### src/rtl/fetch_stage.sv
// fetch_stage: RISC-V IF stage with PC, 1-cycle imem interface, stall hold buffer and IF/ID register
// Ports:
//   clk, reset                     clock, synchronous active-high reset
//   initial_address                PC value loaded on reset
//   tr                             run enable for new fetches
//   imem_addr, imem_req            fetch address and read strobe
//   imem_rdata                     instruction for last cycle's request
//   stall_d                        decode stall, IF/ID holds
//   redirect_e, redirect_target    taken branch/jump from EX
//   ifid_pc, ifid_pc4              PC of IF/ID instruction and PC+4
//   ifid_instr, ifid_valid         IF/ID instruction and valid flag
module fetch_stage #(
    parameter int XLEN = 32,
    parameter logic [XLEN-1:0] NOP = 32'h0000_0013
) (
    input  logic            clk,
    input  logic            reset,
    input  logic [XLEN-1:0] initial_address,
    input  logic            tr,
    output logic [XLEN-1:0] imem_addr,
    output logic            imem_req,
    input  logic [XLEN-1:0] imem_rdata,
    input  logic            stall_d,
    input  logic            redirect_e,
    input  logic [XLEN-1:0] redirect_target,
    output logic [XLEN-1:0] ifid_pc,
    output logic [XLEN-1:0] ifid_pc4,
    output logic [XLEN-1:0] ifid_instr,
    output logic            ifid_valid
);
    logic [XLEN-1:0] pc, tag, hb_instr, hb_pc;
    logic            inflight, hb_valid;

    assign imem_addr = pc;
    // The hold buffer only fills while stalled and always drains on the first
    // unstalled edge, so a fetch may issue in that same cycle without its
    // return ever colliding with a valid buffer.
    assign imem_req = tr & ~stall_d & ~redirect_e & ~reset;
    assign ifid_pc4 = ifid_pc + XLEN'(4);

    always_ff @(posedge clk) begin
        if (reset) begin
            pc         <= initial_address;
            tag        <= '0;
            inflight   <= 1'b0;
            hb_valid   <= 1'b0;
            hb_instr   <= NOP;
            hb_pc      <= '0;
            ifid_pc    <= '0;
            ifid_instr <= NOP;
            ifid_valid <= 1'b0;
        end else begin
            inflight <= imem_req;
            if (imem_req)
                tag <= pc;
            if (redirect_e) begin
                pc         <= {redirect_target[XLEN-1:2], 2'b00};
                hb_valid   <= 1'b0;
                ifid_instr <= NOP;
                ifid_valid <= 1'b0;
            end else begin
                if (imem_req)
                    pc <= pc + XLEN'(4);
                if (stall_d) begin
                    if (inflight) begin
                        hb_valid <= 1'b1;
                        hb_instr <= imem_rdata;
                        hb_pc    <= tag;
                    end
                end else if (hb_valid) begin
                    hb_valid   <= 1'b0;
                    ifid_pc    <= hb_pc;
                    ifid_instr <= hb_instr;
                    ifid_valid <= 1'b1;
                end else if (inflight) begin
                    ifid_pc    <= tag;
                    ifid_instr <= imem_rdata;
                    ifid_valid <= 1'b1;
                end else begin
                    ifid_instr <= NOP;
                    ifid_valid <= 1'b0;
                end
            end
        end
    end
endmodule

### config.mk
export PLATFORM = sky130hd
export DESIGN_NAME = fetch_stage
export DESIGN_NICKNAME = d
export VERILOG_FILES = /design/src/rtl/fetch_stage.sv
export SDC_FILE = /design/constraint.sdc
export NUM_CORES = 1
export LEC_CHECK = 0
export CORE_MARGIN = 8
export CORE_UTILIZATION = 50
export CTS_BUF_LIST = sky130_fd_sc_hd__clkbuf_8
export CTS_CLUSTER_SIZE = 24
export DETAILED_ROUTE_END_ITERATION = 8
export GPL_TIMING_DRIVEN = 0
export PLACE_DENSITY = 0.82
export SLEW_MARGIN = 20
export SYNTH_ARGS = -nofsm -noshare
export SYNTH_HDL_FRONTEND = slang
export SYNTH_SLANG_ARGS = --single-unit
### constraint.sdc
create_clock -name clk -period 5.72 [get_ports clk]
set_input_delay 1.144 -clock clk [delete_from_list [all_inputs] [get_ports clk]]
set_output_delay 1.144 -clock clk [all_outputs]
set_load 0.1 [all_outputs]
Word level (Yosys, flattened, before mapping) --
Index checks and enable logic that the tools add are counted.
Storage, ports and cells: flip-flop bits (word level) 195, bits of input ports 101, output and inout port bits 130, word-level logic and storage cells 32
Cells by class: add/sub/neg operators 2, multiplexer cells 9, bitwise operators 6, reduce and logical (&&, ||, !) cells 6
Operator list (number):
- 32-bit two-way mux | 7
- 32-bit by 3-bit adder with 32-bit output, second input constant | 2
- 3-bit AND reduction | 2
- 1-bit AND | 3
- 1-bit NOT | 3
- 3-bit nonzero test | 1
- 3-bit OR reduction | 1
- 1-bit two-way mux | 2
- 2-bit nonzero test | 1
- 2-bit OR reduction | 1

Logic depth before layout (Yosys ltp) --
depth in word-level cells 7, gate-level depth with buffers 8, depth with buffers taken out 6

Worst setup path after synthesis --
No wires, ideal clock.
path type flip-flop to output port, start reg ifid_pc[2], end out ifid_pc4[22], arrival 3.674 ns, required time 4.576 ns, setup slack 0.902 ns, stages on the path, launching flop included 7, buffers on the path 0, cell sequence dfxtp_1 > ha_1 > nand3_1 > nor2_1 > nand4_2 > nor3_1 > xor2_1
Between the ends: word-level cells in the longest chain between the ends 1
Ends and longest elaborated chain:
- start: declaration | line 26 | output logic [XLEN-1:0] ifid_pc,
- start signal: assignment | line 72 | ifid_pc <= hb_pc;
- start signal: assignment | line 76 | ifid_pc <= tag;
- 32-bit by 3-bit adder with 32-bit output | line 39 | assign ifid_pc4 = ifid_pc + XLEN'(4);
- end: declaration | line 27 | output logic [XLEN-1:0] ifid_pc4,
Every way passes these cells.

Worst setup path in the final report --
start in redirect_e, end out imem_req
Between the ends: word-level cells in the longest chain between the ends 3
Ends and longest elaborated chain:
- start: declaration | line 24 | input logic redirect_e,
- 1-bit NOT (no line)
- 1-bit AND (2 in a row) | line 38 | assign imem_req = tr & ~stall_d & ~redirect_e & ~reset;
- end: declaration | line 21 | output logic imem_req,
Every way passes these cells.

==> summary.md <==
| Metric | Value |
|---|---|
| Status | `finished, violations left` |
| Failing checks | `design-rule violations` |
| Synth unique cells | `48` |
| Min Tclk post-route | `4.940 ns` |
| Clk slew on worst S/H paths | `0.09 ns` |
| Synth area leader | `dfxtp_1` |
| Die extent in y | `150.1 um` |
| CTS tree | `yes` |
| Root buffer cell | `clkbuf_8` |
| Area grow syn2layout | `32.30%` |
| Asr flop ratio synth | `0` |
| Antenna violations before repair | `1` |
| Post-synthesis sequential area ratio | `0.4700` |
| Remaining DRCs | `2` |
| Post-Synthesis Cells | `1,061` |
| Leakage | `4.094 nW` |
| Ys Warns | `0` |
| Die width | `150.1 um` |
| Syn avg cell area | `8.471 um^2` |
| Layout cells sized above 1 | `0.06146` |
| R2R Path Start | `imem_addr[2]$_DFFE_PP_` |
| Initial core utilization | `0.5055` |
| Worst-margin pin slew | `1.033 ns` |
| Reg-to-reg slack, setup | `3.61 ns` |
| CP max-delay cell | `clkdlybuf4s50_1` |
| Drt first-iter violations | `620` |
| Total track usage | `0.2299` |
| # IOs | `231` |
| CP max FO | `10` |
| Pins Over Slew Limit | `0` |
| # setup viols final | `0` |
| Top FF cell, synth | `dfxtp_1` |
| Commonest cells in the netlist | `nand2_1 (232), dfxtp_1 (163), nor2_1 (110)` |
| Detailed Place HPWL | `19,800 um` |
| Max Clock Freq | `202.4 MHz` |
| Req. time, crit path | `4.58 ns` |
| Number of global-route vias before repair | `8,231` |
| Setup Buffers After CTS | `0` |
| Power per cell area | `245.3 mW/mm^2` |
| Wire per inst | `16.96 um` |
| Setup crit start | `redirect_e` |
| Antenna Nets Post-Route | `0` |
| Detailed-route vias per instance | `5.458` |
| Most frequent cell after synthesis | `nand2_1` |
| WHS | `0.4577 ns` |
| Row count | `49` |
| Max-slew headroom | `0.3091` |
| EDFF count, synth | `32` |
| Setup CP Type | `input pin to output port` |
| Setup TNS | `0 ns` |
| First-pass GRT wire length | `41,570 um` |
| Post-CTS resize count | `0` |
| RePlAce Congestion | `0.8713` |
| Worst Setup EP | `imem_req` |
| RR Endpoint | `imem_addr[22]$_DFFE_PP_` |
| CP max stage delay | `1.20 ns` |
| Clk_lat worst skew | `0.48 ns` |
| Post-CTS Hold Buffers | `0` |
| Clock H-tree levels | `4` |
| TritonCTS buffer count | `17` |
| Hold crit path type | `register to register` |
| Clk sinks | `195` |
| Largest net degree at the start of global routing | `31` |
| FF-to-FF path depth | `7` |
| Routed wire length | `26,250 um` |
| Port Buffer Count | `225` |
| Maximum VDD drop | `0.0001687 V` |
| Mapped Area | `0.008987 mm^2` |
| Area contributors post-synth | `dfxtp_1 (36%), edfxtp_1 (11%), nand2_1 (9.7%)` |
| Startpoint Class | `input pin` |
| Number of synthesized register bits | `195` |
| Total gr overflow | `0` |
| Worst path arrival time | `3.80 ns` |
| Die area | `0.02252 mm^2` |
| Most frequent CP cell | `buf_2` |
| Final period util | `0.8636` |
| Clock Path Buffers | `2` |
| Area fraction of the dominant cell type after synthesis | `0.3631` |
| DRT Pass-1 Iters | `9` |
| Final #Nets | `1,408` |
| DR vias | `8,449` |
| Core area | `0.01778 mm^2` |
| Setup Skew | `0.01311 ns` |
| CP cell instances | `buf_2 > nor2_4 > clkinv_1 > nor2_2 > buf_2 > clkdlybuf4s50_1` |
| RSZ-0062 raised after global routing | `no` |
| Worst setup EP type | `output port` |
| Synth Net Count | `1,164` |
| Fin. Hold Viols | `0` |
| Max-cap violations | `0` |
## state kept, by name, summed over array words and instances (netlist names)
| register | count |
|---|---|
| hb_instr | 32 |
| hb_pc | 32 |
| hb_valid | 1 |
| ifid_instr | 32 |
| ifid_pc | 32 |
| ifid_valid | 1 |
| imem_addr | 32 |
| inflight | 1 |
| tag | 32 |
## power breakdown
group	leakage, nW	switching [W]	internal, W	total, W
Combinational	2.25	0.000395	0.000174	0.000569
Clock	0.189	0.000491	0.000353	0.000844
Sequential	1.65	0.0000625	0.00144	0.00150
## metrics by stage
stage                     total power, W  cell area (um^2)  utilization  setup WS (ns)  instances
final                           0.002917             11890       0.6688         0.7804       1548
after global routing            0.003003             11890       0.6688         0.6402       1548
after CTS                       0.002917             11890       0.6686         0.7706       1547
after detailed placement        0.002099             11530       0.6484         0.8019       1515
after global placement          0.002092             11530       0.6483         0.7932       1515
after floorplan                 0.001899              8987            -         0.9021       1061
## cells in the final DEF, fill, tap and decap left out, types with 9 or more instances in the layout
cell type / count
dfxtp_1: 163
a22oi_1: 39
clkbuf_1: 45
clkdlybuf4s50_1: 225
inv_1: 11
a21oi_1: 98
nand3_1: 29
nor3_1: 13
clkbuf_8: 18
a211oi_1: 32
o21ai_1: 9
nand4_1: 9
xor2_1: 16
mux2i_1: 37
xnor2_1: 35
nor2_1: 110
buf_2: 25
edfxtp_1: 32
o21ai_0: 16
nand2_1: 231
o211ai_1: 35
## final cells by class
type | instances | area (um^2)
buffer | 83 | 380.4
fill | 1500 | 5889
clock inverter | 14 | 111.4
clock buffer | 18 | 247.7
inverter | 11 | 41.29
multi-input combinational | 772 | 4344
antenna | 1 | 2.502
timing repair buffer | 225 | 2252
sequential | 195 | 4224
tap | 229 | 286.5
## worst max-delay path, delay by kind of cell
| family | cells | cell delay [ns] |
|---|---|---|
| buffers and inverters | 4 | 2.02 |
| AND/OR/NAND/NOR | 2 | 0.63 |
## kinds of logic after synthesis
| family | share of synthesized area |
|---|---|
| adder cells (fa/ha/maj) | 0.002784 |
| AO/OA/AOI/OAI | 0.1714 |
| buffers and inverters | 0.04692 |
| XOR/XNOR | 0.04970 |
| AND/OR/NAND/NOR | 0.2155 |
| multiplexers | 0.04371 |
| flip-flops | 0.4700 |
## per-layer routing
metal  vias up  share of wire  track usage  routed length, um
met5         -              0            0                  0
met3        57          0.069      0.05080               1819
li1       4179              -            -                  -
met2       310           0.46       0.3680              12210
met4         0          0.029      0.09845                774
met1      3903           0.44       0.2934              11450
## how the worst min path moves through the flow
| stage | from | endpoint | slack (ns) | cells past startpoint |
|---|---|---|---|---|
| after floorplan | hb_pc[0]$_SDFFE_PP0P_ | hb_pc[0]$_SDFFE_PP0P_ | 0.44 | 2 |
| after global placement | hb_pc[18]$_SDFFE_PP0P_ | hb_pc[18]$_SDFFE_PP0P_ | 0.44 | 2 |
| after detailed placement | hb_pc[10]$_SDFFE_PP0P_ | hb_pc[10]$_SDFFE_PP0P_ | 0.45 | 2 |
| after CTS | hb_pc[8]$_SDFFE_PP0P_ | hb_pc[8]$_SDFFE_PP0P_ | 0.46 | 2 |
| after global routing | hb_instr[3]$_SDFFE_PP0P_ | hb_instr[3]$_SDFFE_PP0P_ | 0.48 | 2 |
| final | hb_pc[28]$_SDFFE_PP0P_ | hb_pc[28]$_SDFFE_PP0P_ | 0.46 | 2 |
No activity file was read; power rests on OpenSTA's default activity.
